$ cat src/rtl/layer_serializer_if.sv
// Serial output stream of layer_serializer: one word per accepted valid/ready handshake.
`default_nettype none

interface layer_serializer_if #(
  parameter int dataWidth = 16
);
  logic [dataWidth-1:0] data_out;
  logic                 data_valid;
  logic                 data_ready;
  logic                 data_last;

  modport master (
    output data_out,
    output data_valid,
    output data_last,
    input  data_ready
  );

  modport slave (
    input  data_out,
    input  data_valid,
    input  data_last,
    output data_ready
  );
endinterface

`default_nettype wire

$ cat src/rtl/layer_serializer.sv
// =============================================================================
// layer_serializer: collects one output per neuron of a layer, then streams
// them in neuron order over a valid/ready interface.  Rev 1.0
// =============================================================================
`default_nettype none

module layer_serializer #(
  parameter int numNeuron = 30,
  parameter int dataWidth = 16
) (
  input  logic                           clk,
  input  logic                           rst,
  input  logic [numNeuron*dataWidth-1:0] neuron_out,
  input  logic [numNeuron-1:0]           neuron_valid,
  layer_serializer_if.master             out_if,
  output logic                           busy,
  output logic                           overrun
);

  localparam int IDX_W = (numNeuron > 1) ? $clog2(numNeuron) : 1;
  localparam logic [IDX_W-1:0] LAST_IDX = IDX_W'(numNeuron - 1);

  localparam logic [1:0] S_IDLE    = 2'd0;
  localparam logic [1:0] S_COLLECT = 2'd1;
  localparam logic [1:0] S_SEND    = 2'd2;

  logic [1:0]           state_q,   state_d;
  logic [IDX_W-1:0]     idx_q,     idx_d;
  logic [numNeuron-1:0] mask_q,    mask_d;
  logic                 overrun_q, overrun_d;
  logic [dataWidth-1:0] buf_q [numNeuron];

  logic sending;
  logic accept;
  logic capture_en;

  assign sending    = (state_q == S_SEND);
  assign capture_en = (state_q == S_IDLE) || (state_q == S_COLLECT);
  assign accept     = sending && out_if.data_ready;

  // Outputs decode directly from registers so reset clears them immediately.
  assign out_if.data_valid = sending;
  assign out_if.data_out   = sending ? buf_q[idx_q] : '0;
  assign out_if.data_last  = sending && (idx_q == LAST_IDX);
  assign busy              = (state_q != S_IDLE);
  assign overrun           = overrun_q;

  always_comb begin
    state_d   = state_q;
    idx_d     = idx_q;
    mask_d    = mask_q;
    overrun_d = overrun_q;
    case (state_q)
      S_IDLE, S_COLLECT: begin
        mask_d = mask_q | neuron_valid;
        if (&mask_d) begin
          state_d = S_SEND;
        end else if (|neuron_valid) begin
          state_d = S_COLLECT;
        end
      end
      S_SEND: begin
        if (|neuron_valid) begin
          overrun_d = 1'b1;
        end
        if (accept) begin
          if (idx_q == LAST_IDX) begin
            idx_d   = '0;
            mask_d  = '0;
            state_d = S_IDLE;
          end else begin
            idx_d = idx_q + IDX_W'(1);
          end
        end
      end
      default: begin
        state_d = S_IDLE;
        idx_d   = '0;
        mask_d  = '0;
      end
    endcase
  end

  always_ff @(posedge clk or negedge rst) begin
    if (!rst) begin
      state_q   <= S_IDLE;
      idx_q     <= '0;
      mask_q    <= '0;
      overrun_q <= 1'b0;
    end else begin
      state_q   <= state_d;
      idx_q     <= idx_d;
      mask_q    <= mask_d;
      overrun_q <= overrun_d;
    end
  end

  // Buffer needs no reset: an entry is only read after it has been captured.
  always_ff @(posedge clk) begin
    for (int i = 0; i < numNeuron; i++) begin
      if (capture_en && neuron_valid[i]) begin
        buf_q[i] <= neuron_out[i*dataWidth +: dataWidth];
      end
    end
  end

endmodule

`default_nettype wire

$ cat src/flat_wrapper.sv
// flat-port wrapper written by rule: the top's interface ports become plain ports
module layer_serializer_flat 
#(
  parameter int numNeuron = 30,
  parameter int dataWidth = 16
)
  (clk, rst, neuron_out, neuron_valid, busy, overrun, out_if_data_out, out_if_data_valid, out_if_data_last, out_if_data_ready);
  layer_serializer_if #(.dataWidth(dataWidth)) out_if_i ();
  input  logic clk;
  input  logic rst;
  input  logic [numNeuron*dataWidth-1:0] neuron_out;
  input  logic [numNeuron-1:0] neuron_valid;
  output logic busy;
  output logic overrun;
  output wire logic [$bits(out_if_i.data_out)-1:0] out_if_data_out;
  output wire logic [$bits(out_if_i.data_valid)-1:0] out_if_data_valid;
  output wire logic [$bits(out_if_i.data_last)-1:0] out_if_data_last;
  input wire logic [$bits(out_if_i.data_ready)-1:0] out_if_data_ready;
  assign out_if_data_out = out_if_i.data_out;
  assign out_if_data_valid = out_if_i.data_valid;
  assign out_if_data_last = out_if_i.data_last;
  assign out_if_i.data_ready = out_if_data_ready;
  layer_serializer #(.numNeuron(numNeuron), .dataWidth(dataWidth)) u_core (.clk(clk), .rst(rst), .neuron_out(neuron_out), .neuron_valid(neuron_valid), .out_if(out_if_i), .busy(busy), .overrun(overrun));
endmodule
$ cat config.mk
export PLATFORM = sky130hd
export DESIGN_NAME = layer_serializer_flat
export DESIGN_NICKNAME = d
export VERILOG_FILES = /design/src/rtl/layer_serializer_if.sv /design/src/rtl/layer_serializer.sv /design/src/flat_wrapper.sv
export SDC_FILE = /design/constraint.sdc
export NUM_CORES = 1
export LEC_CHECK = 0
export ABC_AREA = 0
export ABC_CLOCK_PERIOD_IN_PS = 3800
export BUFFER_PORTS_ARGS = -buffer_cell sky130_fd_sc_hd__buf_2
export CORE_MARGIN = 2
export CORE_UTILIZATION = 42
export CTS_CLUSTER_SIZE = 16
export DETAILED_ROUTE_END_ITERATION = 16
export PLACE_DENSITY_LB_ADDON = 0.25
export SKIP_CTS_REPAIR_TIMING = 1
export SYNTH_ARGS = -nofsm -noshare
export SYNTH_HDL_FRONTEND = slang
export SYNTH_SLANG_ARGS = --single-unit
$ cat constraint.sdc
create_clock -name clk -period 3.8 [get_ports clk]
set_input_delay 0 -clock clk [delete_from_list [all_inputs] [get_ports clk]]
set_output_delay 0 -clock clk [all_outputs]
set_load 0.02 [all_outputs]
==> flow_summary.yaml, run 1 <==
outcome:
  outcome: "did not finish"
  lastStage: "5_1_grt"
  tool.error: "[ERROR RSZ-0060] Max buffer count reached."
synthesis:
  netlist_area_mm2: 0.0201
  yosysSeqAreaShare: 0.763
  synthesis.area_per_instance_um2: 20.9
  async_flop_share: 0.0734
  synth_seq_cells: 518
  synth_top_family_by_area: "multiplexers"
  ys.flop_type: "edfxtp_1"
  synth-compound-area-share: 0.0309
  synth-simple-area-share: 0.0301
  synth-xor-area-share: 0.00130
  synthMuxAreaShare: 0.160
  synthAdderAreaFrac: 0.00124
  syn_nets: 1478
  synth_edf_count: 480
  syn-instance-count: 963
  synth_warnings: 0
  synth_cell_types: 42
die:
  ios: 533
  num_rows: 80
  die_width_um: 223
  die_h_um: 223
  start_util: 0.424
clock_network:
  clockBufferDepth: 3
  cts-root-buf: "clkbuf_16"
  cts_sinks: 518
  cts_buffers: 54
  htreeDepth: 2
placed_design:
  io_buffers: 532
  place_hpwl_um: 47700
  place_congestion: 0.885
global_routing:
  grt_max_degree: 39
==> Yosys cell counts, drive strengths merged (3+ instances only) <==
library cell  number  area share
edfxtp           480        0.72
mux4             121        0.14
nor2              47      0.0088
dfrtp             38       0.047
mux2i             36       0.018
a21oi             32      0.0079
buf               32      0.0091
nor2b             30      0.0093
clkbuf            22      0.0041
o22ai             21      0.0065
mux2              12      0.0067
nor3              11      0.0027
nor4              10      0.0031
a211oi             9      0.0034
o221ai             8      0.0035
o22a               8      0.0035
nand2              7      0.0013
inv                5     0.00093
nand4              5      0.0016
a221o              3      0.0015
nand2b             3     0.00093
xor2               3      0.0013
==> cells by family after synthesis <==
group,after synthesis
DFF,518
muxes,169
and+or+nand+nor,120
AOI/OAI and AO/OA,92
buffers and inverters,59
xor gates and xnor gates,3
adders and majority gates,2
==> stage by stage <==
stage / cells / util / worst slack (ps) / area, um2
4_1_cts: 2192 / 0.535 / 377 / 25400
3_5_place_dp: 2096 / 0.499 / 1040 / 23700
3_3_place_gp: 2096 / 0.499 / 1060 / 23700
2_1_floorplan: 963 / - / 1420 / 20100
==> run 2: changes to the inputs <==
CORE_UTILIZATION = 27   (was 42)
CTS_CLUSTER_SIZE = not set   (was 16)
PLACE_DENSITY_LB_ADDON = 0.15   (was 0.25)
==> run 2 against run 1 <==
Compared with the run above:
- the run now ends clean
- area after synthesis unchanged
- synthesized cell count stayed put
==> flow_summary.yaml, run 2 <==
outcome:
  outcome: "completed"
detailed_routing:
  viasPerCell: 4.63
  dr.pass1.iters: 5
  ant_nets: 0
  wl_per_cell_um: 25.8
  drc: 0
  routed_wl_um: 79600
  drtIter0Drc: 1111
  vias: 14300
synthesis:
  synth_cell_types: 42
  synth_top_area_share: 0.715
  synthesis.area_per_instance_um2: 20.9
  yosys.area.top_type: "edfxtp_1"
  synth_seq_cells: 518
  synth_warnings: 0
  yosysSeqAreaShare: 0.763
  ys_top_cells_by_area: "edfxtp_1 72%, mux4_2 14%, dfrtp_1 4.7%, mux2i_1 1.8%, nor2b_1 0.93%"
  async_flop_share: 0.0734
  netlist_area_mm2: 0.0201
  synth_edf_count: 480
  ys_top_cells_by_count: "480 x edfxtp_1, 121 x mux4_2, 47 x nor2_1"
  yosysMostFrequentCell: "edfxtp_1"
  syn-instance-count: 963
  ys.flop_type: "edfxtp_1"
  syn_nets: 1478
clock_network:
  tritoncts: "built"
  cts-root-buf: "clkbuf_16"
  clk_pin_slew_ps: 60
  cts_sinks: 518
  htreeDepth: 2
  insertion_delay_ps: 620
  cts_buffers: 59
  clockBufferDepth: 3
sta:
  rsz0062_at_grt: "false"
  setup_tns_ps: 0
  fmax_mhz: 288
  setup_violations: 0
  fin_crit_sh: 0.915
  fin_skew_ps: 22.1
  report.final.slew_viol_count: 0
  hold_viol: 0
  slew_headroom: 0.256
  tightest_slew_ps: 1110
  min_period_ps: 3480
cells_and_area:
  final_cell_mix: "532 x buf_2, 512 x dlygate4sd3_1, 480 x edfxtp_1"
  instances_no_fill: 3087
  final_layout_size_suffix_gt1_frac: 0.400
  final_common_cell: "buf_2"
  largest_reg_flops: 480
  fillerInstances: 6731
  area_growth_pct: 55.4
  top_register: "u_core.buf_q"
  top_regs: "u_core.buf_q: 480 flops, u_core.mask_q: 30 flops, u_core.idx_q: 5 flops"
  fin_nets: 2573
flow_run:
  maxCapViolations: 0
global_routing:
  track_usage: 0.194
  grt_first_pass_wirelength_um: 103000
  grt_max_degree: 43
  grt_pass1_vias: 13200
  antenna_found_initial: 12
  gr-total-overflow: 0
die:
  ios: 533
  num_rows: 100
  die_width_um: 277
  coreArea_mm2: 0.0742
  die_h_um: 277
  die_area_mm2: 0.0768
  start_util: 0.272
power:
  leakagePower_nw: 11.7
  pwr-share-clk: 0.316
  power.internal_w: 0.0127
  power_density_mw_per_mm2: 577
  p_switching_w: 0.00535
  seq_power_share: 0.435
  power_frac_comb: 0.249
  switching_share: 0.296
  vdd_ir_drop_max_v: 0.000397
critical_path:
  worstPathArrival_ps: 3480
  critPathRequiredTime_ps: 3800
  start_kind: "flip-flop"
  crit_type: "reg2out"
  rrSetupSlack_ps: 1130
  critPathMaxFanout: 23
  setup.worst_path.end_class: "output port"
placed_design:
  placed_cells: 2454
  place_hpwl_um: 57000
  io_buffers: 532
  place_congestion: 0.853
worst_hold_path:
  worstHoldPathType: "in2async"
[run 2: cells by family after synthesis]
group,count (synthesis),synth area share
buffers and inverters,59,0.0141
XOR/XNOR,3,0.00130
adder cells (fa/ha/maj),2,0.00124
flip-flops,518,0.763
AND/OR/NAND/NOR,120,0.0301
AO/OA/AOI/OAI,92,0.0309
multiplexers,169,0.160
[run 2: power by group through the flow]
| stage | Combinational, W | Clock, W | Sequential, W |
|---|---|---|---|
| after floorplan | 0.00238 | 0 | 0.00774 |
| after global placement | 0.00412 | 0 | 0.00797 |
| after detailed placement | 0.00415 | 0 | 0.00797 |
| after CTS | 0.00416 | 0.00585 | 0.00786 |
| after global routing | 0.00482 | 0.00607 | 0.00794 |
| final | 0.00450 | 0.00571 | 0.00785 |
[run 2: worst max-delay path, cell delays in order, from the launching register on]
cell,delay (ps)
dfrtp_4,690
buf_12,280
mux4_2,540
mux2i_1,520
nor3_1,230
a311o_1,370
buf_2,180
[run 2: layer usage]
metal | part of all wire | wire [um] | vias to the layer above | global-route usage
li1 | - | - | 6222 | -
met1 | 0.41 | 32900 | 7291 | 0.248
met2 | 0.50 | 39600 | 619 | 0.320
met3 | 0.059 | 4730 | 148 | 0.0491
met4 | 0.029 | 2300 | 2 | 0.0661
met5 | 0.00014 | 11 | - | 0
[run 2: area by class of cell]
class | count | area [um2] | area share
sequential | 518 | 15400 | 0.491
timing repair buffer | 1088 | 8170 | 0.261
multi-input combinational | 386 | 4570 | 0.146
clock buffer | 66 | 1500 | 0.0480
tap | 969 | 1210 | 0.0387
clock inverter | 45 | 437 | 0.0139
antenna | 10 | 25.0 | 0.000799
inverter | 5 | 18.8 | 0.000599
[run 2: path summary, 6_finish.rpt]
check,from,endpoint,cells after the start
setup / recovery,u_core.idx_q[0]$_DFFE_PN0P_,out_if_data_out[1],6
hold / removal,rst,u_core.mask_q[18]$_DFFE_PN0P_,2
setup reg to reg,u_core.idx_q[0]$_DFFE_PN0P_,u_core.mask_q[28]$_DFFE_PN0P_,8
hold reg to reg,u_core.overrun$_DFFE_PN0P_,u_core.overrun$_DFFE_PN0P_,1
max in group asynchronous,rst,u_core.idx_q[1]$_DFFE_PN0P_,2
min in group clk,neuron_out[237],u_core.buf_q[14][13]$_DFFE_PP_,2
[run 2: through the flow]
stage | setup slack (ps) | hold slack (ps) | util | power (W) | cell area (um2)
finish | 324 | 63.4 | 0.422 | 0.0181 | 31300
CTS | 227 | -519 | 0.353 | 0.0179 | 26200
detailed placement | 921 | 169 | 0.327 | 0.0121 | 24200
global placement | 953 | 157 | 0.327 | 0.0121 | 24200
global route | 204 | 44.9 | 0.422 | 0.0188 | 31300
floorplan | 1420 | -296 | - | 0.0101 | 20100
Power figures use the tool's default switching activity.
==> run 3: changes to the inputs <==
CORE_ASPECT_RATIO = 1.2   (was not set)
==> run 3 against run 2 <==
Compared with the run above:
- via count is 2.3% lower
- sequential cell count stayed put
- combinational power is 0.9% higher
- clock skew hardly changed
- fmax is 1.3% higher
- final area is 0.23% higher
- global-route usage is 0.26 points lower
- sequential power hardly changed
- setup slack better by 46 ps
- sequential share of layout area is 0.11 points lower
- clock power is 3% higher
- non-clock buffer count is 4 higher
- critical path type unchanged
- critical endpoint is now out_if_data_out[0]
- largest cell class unchanged
==> flow_summary.yaml, run 3 (synthesis gave the netlist of run 2 again) <==
placed_design:
  place_congestion: 0.827
  place_hpwl_um: 55600
  placed_cells: 2488
  io_buffers: 532
global_routing:
  track_usage: 0.191
  grt_first_pass_wirelength_um: 101000
  grt_pass1_vias: 13000
  gr-total-overflow: 0
  grt_max_degree: 42
  antenna_found_initial: 6
cells_and_area:
  instances_no_fill: 3110
  fin_nets: 2575
  top_register: "u_core.buf_q"
  largest_reg_flops: 480
  top_regs: "u_core.buf_q: 480 flops, u_core.mask_q: 30 flops, u_core.idx_q: 5 flops"
  final_layout_size_suffix_gt1_frac: 0.399
  final_common_cell: "buf_2"
  final_cell_mix: "532 x buf_2, 512 x dlygate4sd3_1, 480 x edfxtp_1"
  area_growth_pct: 55.8
sta:
  setup_tns_ps: 0
  rsz0062_at_grt: "false"
  min_period_ps: 3430
  slew_headroom: 0.203
  report.final.slew_viol_count: 0
  whs_ps: 79.2
  fin_skew_ps: 21.7
  fin_crit_sh: 0.903
  hold_viol: 0
  fmax_mhz: 292
  tightest_slew_ps: 1190
  setup_violations: 0
die:
  die_width_um: 253
  start_util: 0.273
  ios: 533
  die_area_mm2: 0.0768
  coreArea_mm2: 0.0738
  num_rows: 109
  die_h_um: 303
clock_network:
  cts_sinks: 518
  cts_buffers: 57
  insertion_delay_ps: 630
  htreeDepth: 2
  cts-root-buf: "clkbuf_16"
  tritoncts: "built"
  clockBufferDepth: 3
  clk_pin_slew_ps: 70
flow_run:
  maxCapViolations: 0
critical_path:
  rrSetupSlack_ps: 1070
  path_cells: "buf_12 -> buf_12 -> mux4_2 -> mux4_2 -> o22a_1 -> buf_2"
  cpMaxStageDelayCell: "dfrtp_4"
  critPathMaxFanout: 26
  start_kind: "flip-flop"
  max_stage_delay_ps: 640
  worstPathArrival_ps: 3430
  crit_type: "reg2out"
  critPathRequiredTime_ps: 3800
  setup.worst_path.end_class: "output port"
detailed_routing:
  drtIter0Drc: 998
  viasPerCell: 4.49
  wl_per_cell_um: 25.6
  vias: 14000
  routed_wl_um: 79700
  dr.pass1.iters: 4
  drc: 0
  ant_nets: 0
worst_hold_path:
  worstHoldPathType: "in2reg"
power:
  leakagePower_nw: 11.7
  vdd_ir_drop_max_v: 0.000394
  power_density_mw_per_mm2: 581
outcome:
  outcome: "completed"
==> run 3: cell count changes in the layout (fill, tap and decap cells not counted) <==
cell / before / now
clkinvlp_4: 7 / 5
clkbuf_1: 7 / 9
clkinv_1: 7 / 6
buf_4: 40 / 45
nor2b_1: 2 / 0
inv_16: 1 / 0
buf_12: 4 / 3
clkbuf_16: 59 / 57
diode_2: 10 / 7
bufinv_16: 6 / 11
inv_6: 0 / 3
clkinv_2: 18 / 10
nor2b_2: 28 / 30
clkinv_4: 4 / 0
==> run 3: path summary, 6_finish.rpt <==
| check | start | end | cells past startpoint |
|---|---|---|---|
| worst max-delay path | u_core.idx_q[0]$_DFFE_PN0P_ | out_if_data_out[0] | 6 |
| worst max register to register | u_core.idx_q[0]$_DFFE_PN0P_ | u_core.state_q[1]$_DFFE_PN0P_ | 8 |
| worst min register to register | u_core.mask_q[0]$_DFFE_PN0P_ | u_core.mask_q[0]$_DFFE_PN0P_ | 2 |
| max in group asynchronous | rst | u_core.idx_q[1]$_DFFE_PN0P_ | 2 |
| min in group asynchronous | rst | u_core.mask_q[10]$_DFFE_PN0P_ | 2 |
| worst min-delay path | neuron_out[270] | u_core.buf_q[16][14]$_DFFE_PP_ | 2 |
==> run 3: final cells by class <==
type	count	area, um2
fill	6635	42400
sequential	518	15400
timing repair buffer	1092	8190
multi-input combinational	386	4580
clock buffer	66	1460
tap	999	1250
clock inverter	37	499
inverter	5	18.8
antenna	7	17.5
==> run 3: worst max-delay path, delay by kind of cell (launching register included) <==
family / cells / cell delay (ps)
buffers and inverters: 3 / 710
AO/OA/AOI/OAI: 1 / 220
multiplexers: 2 / 1190
flip-flops: 1 / 640
==> run 3: routing by layer <==
metal | routed length (um) | global-route usage
met5 | 0 | 0
met4 | 1560 | 0.0430
met3 | 4180 | 0.0428
met2 | 42100 | 0.343
met1 | 31800 | 0.234
==> run 3: where the power goes <==
group / total, W / leakage [nW] / switching, W / internal [W]
Combinational: 0.00454 / 5.75 / 0.00255 / 0.00199
Sequential: 0.00783 / 5.04 / 0.000370 / 0.00746
Clock: 0.00586 / 0.945 / 0.00236 / 0.00350
==> run 3: stage by stage <==
step	area (um2)	setup slack, ps	util	total power [W]
final	31400	370	0.425	0.0182
after global routing	31400	192	0.425	0.0190
after floorplan	20100	1420	-	0.0101
after detailed placement	24300	933	0.329	0.0123
after global placement	24300	937	0.329	0.0122
after CTS	26200	236	0.356	0.0181
